[src/rtl/l1_to_l2_request_arbiter_pkg.sv]
// Shared types and constants for the L1I/L1D to L2 request arbiter.
package l1_l2_arb_pkg;

    typedef enum logic [1:0] {
        IDLE,
        XFER,
        DONE,
        RELEASE
    } arb_state_e;

    localparam logic PORT_L1I = 1'b0;
    localparam logic PORT_L1D = 1'b1;

    localparam int BLOCK_WORDS_DEF = 16;

endpackage

[src/rtl/l1_to_l2_request_arbiter_if.sv]
// L1 request ports and L2 block channel seen by the arbiter.
interface l1_to_l2_request_arbiter_if #(
    parameter int BW_ADDR = 24,
    parameter int BW_DATA = 32
);
    logic               req0_i, req1_i;
    logic               rw0_i, rw1_i;
    logic [BW_ADDR-1:0] add0_i, add1_i;
    logic [BW_DATA-1:0] data0_i, data1_i;
    logic [BW_DATA-1:0] data0_o, data1_o;
    logic               valid0_o, valid1_o;
    logic               next0_o, next1_o;
    logic               done0_o, done1_o;
    logic               l2_req_o, l2_rw_o;
    logic [BW_ADDR-1:0] l2_add_o;
    logic [BW_DATA-1:0] l2_data_o, l2_data_i;
    logic               l2_valid_i, l2_ready_write_i, l2_done_i;
    logic               err_o;

    modport master (
        input  req0_i, req1_i, rw0_i, rw1_i, add0_i, add1_i,
        input  data0_i, data1_i, l2_data_i,
        input  l2_valid_i, l2_ready_write_i, l2_done_i,
        output data0_o, data1_o, valid0_o, valid1_o,
        output next0_o, next1_o, done0_o, done1_o,
        output l2_req_o, l2_rw_o, l2_add_o, l2_data_o, err_o
    );

    modport slave (
        output req0_i, req1_i, rw0_i, rw1_i, add0_i, add1_i,
        output data0_i, data1_i, l2_data_i,
        output l2_valid_i, l2_ready_write_i, l2_done_i,
        input  data0_o, data1_o, valid0_o, valid1_o,
        input  next0_o, next1_o, done0_o, done1_o,
        input  l2_req_o, l2_rw_o, l2_add_o, l2_data_o, err_o
    );
endinterface

[src/rtl/l1_to_l2_request_arbiter_rr_picker.sv]
// Two-way round-robin picker; the pointer only moves when both ports contend.
module l1_l2_rr_picker
    import l1_l2_arb_pkg::*;
(
    input  logic       clock_i,
    input  logic       resetn_i,
    input  logic       en_i,
    input  logic [1:0] req_i,
    output logic       gnt_o
);
    logic ptr_q, ptr_d;

    always_comb begin
        gnt_o = PORT_L1I;
        ptr_d = ptr_q;
        unique case (req_i)
            2'b11: begin
                gnt_o = ptr_q;
                if (en_i) ptr_d = ~ptr_q;
            end
            2'b10:   gnt_o = PORT_L1D;
            default: gnt_o = PORT_L1I;
        endcase
    end

    always_ff @(posedge clock_i or negedge resetn_i) begin
        if (!resetn_i) ptr_q <= PORT_L1I;
        else           ptr_q <= ptr_d;
    end
endmodule

[src/rtl/l1_to_l2_request_arbiter.sv]
// Shares the L1<->L2 block channel between L1I (port 0) and L1D (port 1).
// Define L1_L2_ARB_PERF_EN to add grant/contention performance counters.
module l1_to_l2_request_arbiter
    import l1_l2_arb_pkg::*;
#(
    parameter int BLOCK_WORDS = BLOCK_WORDS_DEF,
    parameter int BW_ADDR     = 24,
    parameter int BW_DATA     = 32
) (
    input  logic clock_i,
    input  logic resetn_i,
`ifdef L1_L2_ARB_PERF_EN
    input  logic        perf_clear_i,
    output logic [31:0] perf_grant0_o,
    output logic [31:0] perf_grant1_o,
    output logic [31:0] perf_contend_o,
`endif
    l1_to_l2_request_arbiter_if.master bus
);
    localparam int OW = $clog2(BLOCK_WORDS);
    localparam int CW = OW + 1;

    arb_state_e         state_q, state_d;
    logic               gnt_q, gnt_d, rw_q, rw_d;
    logic               err_q, err_d, rvalid_q, rvalid_d;
    logic [BW_ADDR-1:0] add_q, add_d, add_sel;
    logic [CW-1:0]      cnt_q, cnt_d;
    logic [BW_DATA-1:0] rdata_q, rdata_d;
    logic [1:0]         req;
    logic               pick, idle, xfer, full, beat, wr_take;

    assign req     = {bus.req1_i, bus.req0_i};
    assign idle    = (state_q == IDLE);
    assign xfer    = (state_q == XFER);
    assign full    = (cnt_q == CW'(BLOCK_WORDS));
    assign beat    = rw_q ? bus.l2_ready_write_i : bus.l2_valid_i;
    assign wr_take = xfer & rw_q & bus.l2_ready_write_i & ~full;
    assign add_sel = pick ? bus.add1_i : bus.add0_i;

    l1_l2_rr_picker u_picker (
        .clock_i  (clock_i),
        .resetn_i (resetn_i),
        .en_i     (idle),
        .req_i    (req),
        .gnt_o    (pick)
    );

    always_comb begin
        state_d  = state_q;
        gnt_d    = gnt_q;
        rw_d     = rw_q;
        add_d    = add_q;
        cnt_d    = cnt_q;
        err_d    = err_q;
        rdata_d  = rdata_q;
        rvalid_d = 1'b0;
        unique case (state_q)
            IDLE: begin
                if (|req) begin
                    gnt_d   = pick;
                    rw_d    = pick ? bus.rw1_i : bus.rw0_i;
                    add_d   = {add_sel[BW_ADDR-1:OW], {OW{1'b0}}};
                    cnt_d   = '0;
                    rdata_d = '0;
                    state_d = XFER;
                end
            end
            XFER: begin
                // beats past a full block are dropped and flagged
                if (beat) begin
                    if (full) begin
                        err_d = 1'b1;
                    end else begin
                        cnt_d = cnt_q + 1'b1;
                        if (!rw_q) begin
                            rdata_d  = bus.l2_data_i;
                            rvalid_d = 1'b1;
                        end
                    end
                end
                if (bus.l2_done_i) begin
                    state_d = DONE;
                    if (cnt_d != CW'(BLOCK_WORDS)) err_d = 1'b1;
                end
            end
            DONE:    state_d = RELEASE;
            RELEASE: if (!req[gnt_q]) state_d = IDLE;
            default: state_d = IDLE;
        endcase
    end

    always_ff @(posedge clock_i or negedge resetn_i) begin
        if (!resetn_i) begin
            state_q  <= IDLE;
            gnt_q    <= PORT_L1I;
            rw_q     <= 1'b0;
            add_q    <= '0;
            cnt_q    <= '0;
            err_q    <= 1'b0;
            rdata_q  <= '0;
            rvalid_q <= 1'b0;
        end else begin
            state_q  <= state_d;
            gnt_q    <= gnt_d;
            rw_q     <= rw_d;
            add_q    <= add_d;
            cnt_q    <= cnt_d;
            err_q    <= err_d;
            rdata_q  <= rdata_d;
            rvalid_q <= rvalid_d;
        end
    end

    assign bus.data0_o   = (gnt_q == PORT_L1I) ? rdata_q : '0;
    assign bus.data1_o   = (gnt_q == PORT_L1D) ? rdata_q : '0;
    assign bus.valid0_o  = rvalid_q & (gnt_q == PORT_L1I);
    assign bus.valid1_o  = rvalid_q & (gnt_q == PORT_L1D);
    assign bus.next0_o   = wr_take & (gnt_q == PORT_L1I);
    assign bus.next1_o   = wr_take & (gnt_q == PORT_L1D);
    assign bus.done0_o   = (state_q == DONE) & (gnt_q == PORT_L1I);
    assign bus.done1_o   = (state_q == DONE) & (gnt_q == PORT_L1D);
    assign bus.l2_req_o  = xfer;
    assign bus.l2_rw_o   = rw_q;
    assign bus.l2_add_o  = add_q;
    assign bus.l2_data_o = (xfer & rw_q) ? (gnt_q ? bus.data1_i : bus.data0_i) : '0;
    assign bus.err_o     = err_q;

`ifdef L1_L2_ARB_PERF_EN
    logic [31:0] pg0_q, pg1_q, pc_q;
    logic        grant_ev, contend;

    assign grant_ev = idle & (|req);
    assign contend  = idle ? (&req) : req[~gnt_q];

    always_ff @(posedge clock_i or negedge resetn_i) begin
        if (!resetn_i) begin
            pg0_q <= '0;
            pg1_q <= '0;
            pc_q  <= '0;
        end else if (perf_clear_i) begin
            pg0_q <= '0;
            pg1_q <= '0;
            pc_q  <= '0;
        end else begin
            if (grant_ev & ~pick & ~&pg0_q) pg0_q <= pg0_q + 1'b1;
            if (grant_ev &  pick & ~&pg1_q) pg1_q <= pg1_q + 1'b1;
            if (contend & ~&pc_q)           pc_q  <= pc_q + 1'b1;
        end
    end

    assign perf_grant0_o  = pg0_q;
    assign perf_grant1_o  = pg1_q;
    assign perf_contend_o = pc_q;
`else
    // counters are absent in this build
`endif
endmodule

[src/flat_wrapper.sv]
// flat-port wrapper written by rule: the top's interface ports become plain ports
module l1_to_l2_request_arbiter_flat import l1_l2_arb_pkg::*;
#(
    parameter int BLOCK_WORDS = BLOCK_WORDS_DEF,
    parameter int BW_ADDR     = 24,
    parameter int BW_DATA     = 32
)
  (clock_i, resetn_i, bus_req0_i, bus_req1_i, bus_rw0_i, bus_rw1_i, bus_add0_i, bus_add1_i, bus_data0_i, bus_data1_i, bus_l2_data_i, bus_l2_valid_i, bus_l2_ready_write_i, bus_l2_done_i, bus_data0_o, bus_data1_o, bus_valid0_o, bus_valid1_o, bus_next0_o, bus_next1_o, bus_done0_o, bus_done1_o, bus_l2_req_o, bus_l2_rw_o, bus_l2_add_o, bus_l2_data_o, bus_err_o);
  l1_to_l2_request_arbiter_if #(.BW_ADDR(BW_ADDR), .BW_DATA(BW_DATA)) bus_i ();
  input  logic clock_i;
  input  logic resetn_i;
  input wire logic [$bits(bus_i.req0_i)-1:0] bus_req0_i;
  input wire logic [$bits(bus_i.req1_i)-1:0] bus_req1_i;
  input wire logic [$bits(bus_i.rw0_i)-1:0] bus_rw0_i;
  input wire logic [$bits(bus_i.rw1_i)-1:0] bus_rw1_i;
  input wire logic [$bits(bus_i.add0_i)-1:0] bus_add0_i;
  input wire logic [$bits(bus_i.add1_i)-1:0] bus_add1_i;
  input wire logic [$bits(bus_i.data0_i)-1:0] bus_data0_i;
  input wire logic [$bits(bus_i.data1_i)-1:0] bus_data1_i;
  input wire logic [$bits(bus_i.l2_data_i)-1:0] bus_l2_data_i;
  input wire logic [$bits(bus_i.l2_valid_i)-1:0] bus_l2_valid_i;
  input wire logic [$bits(bus_i.l2_ready_write_i)-1:0] bus_l2_ready_write_i;
  input wire logic [$bits(bus_i.l2_done_i)-1:0] bus_l2_done_i;
  output wire logic [$bits(bus_i.data0_o)-1:0] bus_data0_o;
  output wire logic [$bits(bus_i.data1_o)-1:0] bus_data1_o;
  output wire logic [$bits(bus_i.valid0_o)-1:0] bus_valid0_o;
  output wire logic [$bits(bus_i.valid1_o)-1:0] bus_valid1_o;
  output wire logic [$bits(bus_i.next0_o)-1:0] bus_next0_o;
  output wire logic [$bits(bus_i.next1_o)-1:0] bus_next1_o;
  output wire logic [$bits(bus_i.done0_o)-1:0] bus_done0_o;
  output wire logic [$bits(bus_i.done1_o)-1:0] bus_done1_o;
  output wire logic [$bits(bus_i.l2_req_o)-1:0] bus_l2_req_o;
  output wire logic [$bits(bus_i.l2_rw_o)-1:0] bus_l2_rw_o;
  output wire logic [$bits(bus_i.l2_add_o)-1:0] bus_l2_add_o;
  output wire logic [$bits(bus_i.l2_data_o)-1:0] bus_l2_data_o;
  output wire logic [$bits(bus_i.err_o)-1:0] bus_err_o;
  assign bus_i.req0_i = bus_req0_i;
  assign bus_i.req1_i = bus_req1_i;
  assign bus_i.rw0_i = bus_rw0_i;
  assign bus_i.rw1_i = bus_rw1_i;
  assign bus_i.add0_i = bus_add0_i;
  assign bus_i.add1_i = bus_add1_i;
  assign bus_i.data0_i = bus_data0_i;
  assign bus_i.data1_i = bus_data1_i;
  assign bus_i.l2_data_i = bus_l2_data_i;
  assign bus_i.l2_valid_i = bus_l2_valid_i;
  assign bus_i.l2_ready_write_i = bus_l2_ready_write_i;
  assign bus_i.l2_done_i = bus_l2_done_i;
  assign bus_data0_o = bus_i.data0_o;
  assign bus_data1_o = bus_i.data1_o;
  assign bus_valid0_o = bus_i.valid0_o;
  assign bus_valid1_o = bus_i.valid1_o;
  assign bus_next0_o = bus_i.next0_o;
  assign bus_next1_o = bus_i.next1_o;
  assign bus_done0_o = bus_i.done0_o;
  assign bus_done1_o = bus_i.done1_o;
  assign bus_l2_req_o = bus_i.l2_req_o;
  assign bus_l2_rw_o = bus_i.l2_rw_o;
  assign bus_l2_add_o = bus_i.l2_add_o;
  assign bus_l2_data_o = bus_i.l2_data_o;
  assign bus_err_o = bus_i.err_o;
  l1_to_l2_request_arbiter #(.BLOCK_WORDS(BLOCK_WORDS), .BW_ADDR(BW_ADDR), .BW_DATA(BW_DATA)) u_core (.clock_i(clock_i), .resetn_i(resetn_i), .bus(bus_i));
endmodule
[config.mk]
export PLATFORM = sky130hd
export DESIGN_NAME = l1_to_l2_request_arbiter_flat
export DESIGN_NICKNAME = d
export VERILOG_FILES = /design/src/rtl/l1_to_l2_request_arbiter_pkg.sv /design/src/rtl/l1_to_l2_request_arbiter_if.sv /design/src/rtl/l1_to_l2_request_arbiter_rr_picker.sv /design/src/rtl/l1_to_l2_request_arbiter.sv /design/src/flat_wrapper.sv
export SDC_FILE = /design/constraint.sdc
export NUM_CORES = 1
export LEC_CHECK = 0
export ABC_CLOCK_PERIOD_IN_PS = 2400
export CAP_MARGIN = 5
export CELL_PAD_IN_SITES_DETAIL_PLACEMENT = 1
export CELL_PAD_IN_SITES_GLOBAL_PLACEMENT = 1
export CORE_ASPECT_RATIO = 0.8
export CORE_MARGIN = 8
export CORE_UTILIZATION = 24
export CTS_BUF_LIST = sky130_fd_sc_hd__clkbuf_4 sky130_fd_sc_hd__clkbuf_8 sky130_fd_sc_hd__clkbuf_16
export DETAILED_ROUTE_END_ITERATION = 10
export PLACE_DENSITY_LB_ADDON = 0.1
export SKIP_CTS_REPAIR_TIMING = 1
export SLEW_MARGIN = 20
export SYNTH_ARGS = -nofsm -noshare
export SYNTH_HDL_FRONTEND = slang
export SYNTH_SLANG_ARGS = --single-unit
[constraint.sdc]
create_clock -name clock_i -period 2.4 [get_ports clock_i]
set_input_delay 0.48 -clock clock_i [delete_from_list [all_inputs] [get_ports clock_i]]
set_output_delay 0.48 -clock clock_i [all_outputs]
set_load 0.01 [all_outputs]
==> results of run 1 <==
[where the power goes]
group,switching (uW),internal (uW)
logic,1770,2010
clock network,455,921
registers,322,1510
[layout by cell type (no fill, tap or decap), drive strengths merged, types with 6 or more instances in the layout]
cell type	n
clkdlybuf4s50	223
dfrtp	64
mux2i	55
dlymetal6s2s	45
nor2	37
and2	35
o21ai	35
nor2b	34
a22o	33
nand2	33
buf	16
inv	10
clkbuf	10
ha	6
[worst paths after layout]
path	depth (start not counted)	start	to
min in group clock_i	2	u_core.bus.l2_add_o[15]$_DFFE_PN0P_	u_core.bus.l2_add_o[15]$_DFFE_PN0P_
setup reg to reg	7	u_core.cnt_q[1]$_DFFE_PN0P_	u_core.rdata_q[18]$_DFFE_PN0P_
setup / recovery	3	u_core.gnt_q$_DFFE_PN0P_	bus_data0_o[26]
hold / removal	2	resetn_i	u_core.bus.l2_add_o[10]$_DFFE_PN0P_
hold reg to reg	2	u_core.bus.l2_add_o[15]$_DFFE_PN0P_	u_core.bus.l2_add_o[15]$_DFFE_PN0P_
max in group asynchronous	2	resetn_i	u_core.cnt_q[1]$_DFFE_PN0P_
[per-layer routing]
metal  track usage  vias up  part of all wire
met3        0.0779       12              0.10
met4        0.0380        0             0.012
met5             0        -                 0
li1              -     1899                 -
met1         0.167     1904              0.40
met2         0.266      168              0.48
[synth_stat cells (3+ instances only)]
library cell  count  area (sq um)
buf_1             3          11.3
buf_6             3          33.8
dfrtp_1          64          1600
a21oi_1           4          20.0
mux2i_1          55           551
nor2b_1          34           213
nor2_1           37           139
buf_2             9          45.0
clkbuf_1         14          52.6
nor3_1            4          20.0
a22o_1           33           289
buf_4             5          37.5
nand3_1           3          15.0
inv_1            10          37.5
ha_1              6          75.1
and2_1           35           219
o21ai_0          32           160
nand2_1          32           120
[kinds of logic (layout without fill, tap and decap cells)]
group,Yosys count,count (layout),share of synthesized area
muxes,56,56,0.148
and+or+nand+nor,153,153,0.213
other,1,4,0.000978
xor gates and xnor gates,2,2,0.00457
adders and majority gates,6,6,0.0196
AOI/OAI and AO/OA,78,78,0.140
DFF,64,64,0.418
buffers and inverters,44,308,0.0568
[layout make-up]
cell class                      instances  area [sq um]  area share
Timing Repair Buffer                  284          3000       0.413
Multi-Input combinational cell        299          2050       0.281
Sequential cell                        64          1610       0.221
Tap cell                              215           269      0.0370
Clock buffer                           10           239      0.0329
Clock inverter                          4          70.1     0.00964
Inverter                               10          37.5     0.00516
[state kept, by name, summed over array words and instances (netlist names)]
signal / flops
u_core.bus.l2_add_o: 20
u_core.state_q: 2
u_core.rvalid_q: 1
u_core.u_picker.ptr_q: 1
u_core.bus.err_o: 1
u_core.rdata_q: 32
u_core.cnt_q: 5
u_core.bus.l2_rw_o: 1
u_core.gnt_q: 1
[stage by stage]
step / hold WS (ps) / total power (uW) / util
global route: 167 / 7500 / 0.463
finish: 141 / 6980 / 0.463
floorplan: 184 / 3660 / -
global placement: 462 / 5570 / 0.434
detailed placement: 470 / 5670 / 0.434
CTS: 164 / 7120 / 0.454
[worst max-delay path, delay by kind of cell, from the launching register on]
| kind | cells | cell delay (ps) |
|---|---|---|
| flops | 1 | 550 |
| buf+inv | 2 | 750 |
| simple gates | 1 | 140 |
==> flow_metrics.env, run 1 <==
export IMPL_syn_instance_count=404
export IMPL_grt_max_degree=65
export IMPL_drc=0
export IMPL_fill_cells=1775
export IMPL_ant_nets=0
export IMPL_io_buffers=269
export IMPL_antenna_cells=0
export IMPL_yosys_warnings=0
export IMPL_drt_wl_total_mm=16.3
export IMPL_placed_cells=871
export IMPL_clk_latency_ps=330
export IMPL_chipWidth_microns=157
export IMPL_worstPathRequired_ps=1920
export IMPL_grt_pass1_wl_mm=24.5
export IMPL_rsz0062_at_grt="no"
export IMPL_r2r_setup_slack_ps=500
export IMPL_coreArea_sq_um=15700
export IMPL_critPathMaxStageDelay_ps=550
export IMPL_syn_avg_cell_area_sq_um=9.49
export IMPL_clock_root_buffer="clkbuf_16"
export IMPL_setup_ws_ps=111
export IMPL_hold_viol_final=0
export IMPL_place_ws_ps=112
export IMPL_dpl_cell_area_sq_um=6810
export IMPL_path_clk_slew_ps=50
export IMPL_io_pins=282
export IMPL_numClockSinks=64
export IMPL_overflow=0
export IMPL_grt_antenna_before_repair=0
export IMPL_dr_pass1_iters=4
export IMPL_worst_pin_slew_ps=628
export IMPL_synthArstFlopShare=1.00
export IMPL_start_util=0.244
export IMPL_min_period_ps=2290
export IMPL_fmax_ghz=0.437
export IMPL_p_leak_uw=0.00383
export IMPL_vias_per_cell=4.50
export IMPL_cts_buffers=9
export IMPL_grt_use_total=0.154
export IMPL_syn_cell_area_sq_um=3830
export IMPL_cp_max_fo=54
export IMPL_startpoint_type="flip-flop"
export IMPL_area_growth_pct=89.6
export IMPL_worst_setup_path_end_kind="output port"
export IMPL_powerDensity_nw_per_um2=961
export IMPL_rows=41
export IMPL_setup_viol=0
export IMPL_clock_path_buffers=2
export IMPL_synth_seq_cells=64
export IMPL_htreeDepth=3
export IMPL_synthDistinctLibCells=35
export IMPL_crit_arrival_ps=1810
export IMPL_drt_initial_drc_count=112
export IMPL_skew_ps=4.16
export IMPL_status="completed"
export IMPL_cap_violations=0
export IMPL_slowest_stage="dfrtp_4"
export IMPL_fin_cells=886
export IMPL_fin_crit_sh=0.954
export IMPL_synth_edf_count=0
export IMPL_vdd_drop_max_v=0.000459
export IMPL_place_gp_congestion=0.861
export IMPL_dieHeight_microns=129
export IMPL_hp_class="in2async"
export IMPL_hpwl_mm=12.9
export IMPL_final_area_sq_um=7270
export IMPL_wire_per_inst_microns=18.4
export IMPL_drive_gt1_frac=0.0611
export IMPL_path_cells="buf_12 -> nor2b_1 -> clkdlybuf4s50_1"
export IMPL_tns_ps=0
export IMPL_grt_pass1_vias=4433
export IMPL_die_area_sq_um=20300
export IMPL_vias=3983
export IMPL_nNetsFinal=827
export IMPL_synth_ff_type="dfrtp_1"
export IMPL_slew_headroom=0.577
export IMPL_seq_area_frac_synth=0.418
export IMPL_slew_violations=0
export IMPL_crit_type="reg2out"
export IMPL_cts_tree="done"
Note: power is estimated with default switching activity, not from simulation.
==> run 2: changes to the inputs <==
- SLEW_MARGIN: 20 -> 15
==> results of run 2 <==
Final layout, timing and power as in run 1 (identical DEF).
==> run 3: changes to the inputs <==
- CAP_MARGIN: 5 -> default
- CTS_BUF_LIST: sky130_fd_sc_hd__clkbuf_4 sky130_fd_sc_hd__clkbuf_8 sky130_fd_sc_hd__clkbuf_16 -> default
==> results of run 3 <==
Final layout, timing and power as in run 1 (identical DEF).
